--- src/rtl/rotate_issue_ctrl.sv ---
// Issue front end for a 32-bit left-rotate barrel shifter: buffers rotate
// requests, presents the head to the shifter and registers its result.
module rotate_issue_ctrl #(
  parameter int DEPTH = 4,
  parameter int CNT_W = 16
) (
  input  logic             clk,
  input  logic             rst,
  input  logic             in_valid,
  output logic             in_ready,
  input  logic             in_dir,
  input  logic [4:0]       in_amnt,
  input  logic [31:0]      in_data,
  output logic [4:0]       rot_amnt,
  output logic [31:0]      rot_str,
  input  logic [31:0]      rot_result,
  output logic             out_valid,
  input  logic             out_ready,
  output logic [31:0]      out_data,
  output logic [CNT_W-1:0] op_count
);

  localparam int AW = (DEPTH > 1) ? $clog2(DEPTH) : 1;

  typedef struct packed {
    logic        dir;
    logic [4:0]  amnt;
    logic [31:0] data;
  } req_t;

  req_t             mem_q [DEPTH];
  logic [AW-1:0]    wr_ptr_q, wr_ptr_d;
  logic [AW-1:0]    rd_ptr_q, rd_ptr_d;
  logic [AW:0]      count_q, count_d;
  logic             out_valid_q, out_valid_d;
  logic [31:0]      out_data_q, out_data_d;
  logic [CNT_W-1:0] op_count_q, op_count_d;

  req_t head;
  logic fifo_nonempty;
  logic push;
  logic load;
  logic out_fire;

  // No pop bypass: a full FIFO refuses input even while it is draining.
  assign in_ready      = (count_q < (AW+1)'(DEPTH));
  assign fifo_nonempty = (count_q != '0);
  assign push          = in_valid && in_ready;
  assign load          = fifo_nonempty && (!out_valid_q || out_ready);
  assign out_fire      = out_valid_q && out_ready;
  assign head          = mem_q[rd_ptr_q];

  // A right rotate by n equals a left rotate by (32 - n) mod 32.
  always_comb begin
    rot_amnt = 5'd0;
    rot_str  = 32'd0;
    if (fifo_nonempty) begin
      rot_str  = head.data;
      rot_amnt = head.dir ? (5'd0 - head.amnt) : head.amnt;
    end
  end

  always_comb begin
    // NOTE: every always_comb output gets a default first so no latch is inferred.
    wr_ptr_d    = wr_ptr_q;
    rd_ptr_d    = rd_ptr_q;
    count_d     = count_q;
    out_valid_d = out_valid_q;
    out_data_d  = out_data_q;
    op_count_d  = op_count_q;

    if (push) wr_ptr_d = wr_ptr_q + AW'(1);
    if (load) rd_ptr_d = rd_ptr_q + AW'(1);

    case ({push, load})
      2'b10:   count_d = count_q + (AW+1)'(1);
      2'b01:   count_d = count_q - (AW+1)'(1);
      default: count_d = count_q;
    endcase

    if (load) begin
      out_valid_d = 1'b1;
      out_data_d  = rot_result;
    end else if (out_fire) begin
      out_valid_d = 1'b0;
    end

    if (out_fire) op_count_d = op_count_q + CNT_W'(1);
  end

  // NOTE: state uses non-blocking assignments so all registers update together.
  always_ff @(posedge clk or posedge rst) begin
    if (rst) begin
      wr_ptr_q    <= '0;
      rd_ptr_q    <= '0;
      count_q     <= '0;
      out_valid_q <= 1'b0;
      out_data_q  <= 32'd0;
      op_count_q  <= '0;
    end else begin
      wr_ptr_q    <= wr_ptr_d;
      rd_ptr_q    <= rd_ptr_d;
      count_q     <= count_d;
      out_valid_q <= out_valid_d;
      out_data_q  <= out_data_d;
      op_count_q  <= op_count_d;
    end
  end

  // NOTE: storage is not reset; entries are only read while count_q marks them valid.
  always_ff @(posedge clk) begin
    if (push) mem_q[wr_ptr_q] <= '{dir: in_dir, amnt: in_amnt, data: in_data};
  end

  assign out_valid = out_valid_q;
  assign out_data  = out_data_q;
  assign op_count  = op_count_q;

endmodule

--- config.mk ---
export PLATFORM = sky130hd
export DESIGN_NAME = rotate_issue_ctrl
export DESIGN_NICKNAME = d
export VERILOG_FILES = /design/src/rtl/rotate_issue_ctrl.sv
export SDC_FILE = /design/constraint.sdc
export NUM_CORES = 1
export LEC_CHECK = 0
export CAP_MARGIN = 20
export CORE_UTILIZATION = 50
export DETAILED_ROUTE_END_ITERATION = 7
export PLACE_DENSITY = 0.8
export SLEW_MARGIN = 20
export SYNTH_ARGS = -nofsm -noshare
export SYNTH_HDL_FRONTEND = slang
export SYNTH_SLANG_ARGS = --single-unit
--- constraint.sdc ---
create_clock -name clk -period 3.6 [get_ports clk]
set_clock_uncertainty 0.1 [all_clocks]
set_input_delay 0.54 -clock clk [delete_from_list [all_inputs] [get_ports clk]]
set_output_delay 0.54 -clock clk [all_outputs]
set_load 0.05 [all_outputs]
==> PnR_summary.wiki <==
{| class="wikitable"
! Metric !! Value
|-
| Post-cts gate resize count || 0
|-
| Num CTS Buffers || 21
|-
| Classification of the worst setup path || reg -> out
|-
| Max frequency || 288 MHz
|-
| Crit Path Max Fanout || 22
|-
| Dominant combinational cell family by area after synthesis || multiplexers
|-
| Post-detailed-route via-to-cell ratio || 5.27
|-
| Setup TNS || 0 ns
|-
| Distinct cell type count after synthesis || 28
|-
| Final cell count without fillers || 820
|-
| Net count of the finished layout || 673
|-
| Number of maximum-capacitance constraint violations || 0
|-
| Start point of the worst min-delay path || op_count[15]
|-
| CTS H-tree depth || 1
|-
| Tot GR Track Use || 0.196
|-
| RSZ-0062 raised after global routing || no
|-
| YS warnings || 0
|-
| Maximum vdd drop || 591 uV
|-
| Global placer's final weighted congestion || 0.776
|-
| CTS tree || yes
|-
| Synth Area in Compound Gates || 0.00539
|-
| Antenna Diode Count || 0
|-
| Vias in the first global route || 4624
|-
| Total standard cell area after synthesis || 8120 sq um
|-
| Worst slew margin relative to its limit || 0.537
|-
| RR Startpoint || count_q[2]
|-
| Share of layout cells above drive strength 1 || 0.197
|-
| Worst Hold Slack || 0.371 ns
|-
| DP Wirelength || 10500 microns
|-
| Die width || 129 microns
|-
| CP startpoint || rd_ptr_q[1]
|-
| Number of DRC violations after detailed-routing iteration 0 || 207
|-
| Least-Margin Pin Slew || 0.689 ns
|-
| Hold Buf Count CTS || 0
|-
| Post-Route WL || 16100 microns
|-
| Utilization after layout || 0.676
|-
| Core footprint || 15900 sq um
|-
| Result of the run || complete, no violations
|-
| Area growth, synth to finish || 32.3%
|-
| Fraction of synthesized area in multiplexers || 0.156
|-
| Buffer type at the clock tree root || clkbuf_16
|-
| Cell Pwr Density || 963 nW/um^2
|-
| # setup viols final || 0
|-
| #FFs+latches synth || 208
|-
| Count of clock tree sinks || 208
|-
| First-pass GRT wire length || 24600 microns
|-
| Clock transition time at the flip-flop clock pins of the worst setup and hold paths || 0.06 ns
|-
| DIE HEIGHT || 129 microns
|-
| Initial standard-cell utilization of the core || 0.511
|-
| GR Overflow Total || 0
|-
| Time the final worst path needs with I/O delays and setup || 3.47 ns
|-
| Sequential element share of the synthesized area || 0.735
|-
| Count of standard-cell rows || 46
|-
| Routed length per placed instance || 19.6 microns
|-
| Startpoint Class || flop
|-
| Total number of vias || 4319
|-
| Number of antenna violations at the first check in global routing || 0
|-
| Mapped Avg Cell Area || 19.5 sq um
|-
| Post CTS Setup Buffer Count || 0
|-
| Worst hold path type || reg -> reg
|-
| Clock latency on the worst-skew pair || 0.49 ns
|-
| Inst Count DP || 784
|-
| Final worst path period share || 0.963
|-
| Post-synth net total || 499
|-
| Maximum number of pins on one net before global-route repair || 57
|-
| Pins over their slew limit || 0
|-
| Final Hold Vio Count || 0
|-
| Total Die Area || 16700 sq um
|-
| Post-route cell area || 10700 sq um
|-
| Critical path data required time || 2.96 ns
|-
| Residual DRC count || 0
|-
| Clock Tree Buf Depth || 3
|-
| Antenna-violating nets left || 0
|-
| Placed Area || 10100 sq um
|-
| Area share of fa/ha/maj cells after synthesis || 0.0133
|-
| Synthesized-area fraction occupied by and/or/nand/nor cells || 0.0473
|-
| Xor/xnor cell area share of the yosys netlist || 0.0259
|-
| Post-synthesis cell count || 417
|-
| Number of buffers added on ports || 160
|-
| Leakage power figure || 3.85 nW
|-
| Crit path arrival time || 2.83 ns
|-
| Detailed Routing Iterations Pass 1 || 6
|-
| Endpoint class of the critical path || primary output
|-
| IO Count || 161
|}
[placed cells by master, fill, tap and decap left out]
cell             instances
a21oi_4                  1
and3_1                   2
clkdlybuf4s50_1        157
clkbuf_1                 4
and4_1                   2
nand2_1                  8
mux2_2                  33
dfrtp_1                 54
buf_4                    4
clkinv_2                 2
mux4_2                  34
clkinvlp_4               2
ha_1                     7
dfrtp_2                  2
mux2i_1                  2
nand3_1                  7
fa_1                     1
inv_4                    1
nor3_1                   2
bufinv_16                3
edfxtp_1               152
nand4_1                  2
mux4_1                   4
inv_1                   12
and2_2                   4
nor3_2                   1
xor2_1                  10
buf_12                   7
inv_6                    1
clkinv_4                 1
nor2_1                   8
xnor2_1                 14
o31ai_2                  2
nor2b_1                 33
o21ai_0                  2
clkinv_1                 2
clkbuf_16               21
[worst paths after layout]
path                                 to  slack, ns  depth (start not counted)
max                         rot_str[27]       0.13                          4
min                        op_count[15]       0.37                          1
max reg2reg                  count_q[2]       1.23                          9
min reg2reg                op_count[15]       0.37                          1
max in group asynchronous   rd_ptr_q[1]       2.48                          2
min in group asynchronous  out_data[13]       0.43                          2
[metal layers]
metal  part of all wire  global-route usage  vias to the layer above
met5                  0                   0                        -
met4              0.023              0.0663                        0
met3              0.038              0.0289                       31
met2               0.56               0.357                      106
met1               0.38               0.239                     2243
li1                   -                   -                     1939
[worst max-delay path: stages, from the launching register on]
cell             delay, ns
dfrtp_2               0.65
buf_4                 0.41
mux4_2                0.27
nor2b_1               0.17
clkdlybuf4s50_1       0.83
[registers in the layout, indices dropped and copies added (netlist names)]
signal	count
mem_q	152
out_data	32
op_count	16
count_q	3
rd_ptr_q	2
wr_ptr_q	2
out_valid	1
[cells in the mapped netlist]
master	count	share of area
edfxtp_1	152	0.56
mux2i_1	2	0.0025
buf_4	1	0.00093
nand2_1	8	0.0037
o21ai_0	2	0.0012
mux4_1	4	0.013
buf_6	1	0.0014
clkbuf_1	7	0.0032
and3_1	2	0.0015
inv_1	13	0.0060
and2_1	4	0.0031
mux2_2	33	0.046
nor2b_1	33	0.025
fa_1	1	0.0025
xnor2_1	14	0.015
buf_8	1	0.0018
xor2_1	10	0.011
nand3_1	7	0.0043
o31ai_2	2	0.0031
dfrtp_1	56	0.17
nor2_1	8	0.0037
nor3_1	3	0.0018
buf_2	7	0.0043
a21oi_2	1	0.0011
ha_1	7	0.011
and4_1	2	0.0022
nand4_1	2	0.0015
mux4_2	34	0.094
[cell type report]
cell class	count	area, sq um
Fill cell	1085	5150
Inverter	13	51.3
Clock inverter	11	140
Sequential cell	208	5970
Tap cell	216	270
Clock buffer	25	541
Multi-Input combinational cell	179	2030
Timing Repair Buffer	168	1740
[metrics by stage]
step | setup slack [ns] | total power [mW]
2_1_floorplan | 0.636 | 6.67
3_3_place_gp | 0.644 | 8.17
3_5_place_dp | 0.631 | 8.28
4_1_cts | 0.102 | 10.5
5_1_grt | 0.0217 | 10.8
6_report | 0.134 | 10.3
[cells by family (layout without fill, tap and decap cells)]
family	count (synthesis)	after routing
adder cells (fa/ha/maj)	8	8
AND/OR/NAND/NOR	69	69
multiplexers	73	73
buffers and inverters	30	217
AO/OA/AOI/OAI	5	5
XOR/XNOR	24	24
flip-flops	208	208
[where the power goes]
part           leakage, nW  total [mW]  internal (mW)  switching [mW]
logic                 1.47        4.86           1.86            3.00
clock network        0.326        2.14           1.29           0.855
registers             2.05        3.33           3.06           0.267
Power figures use the tool's default switching activity.
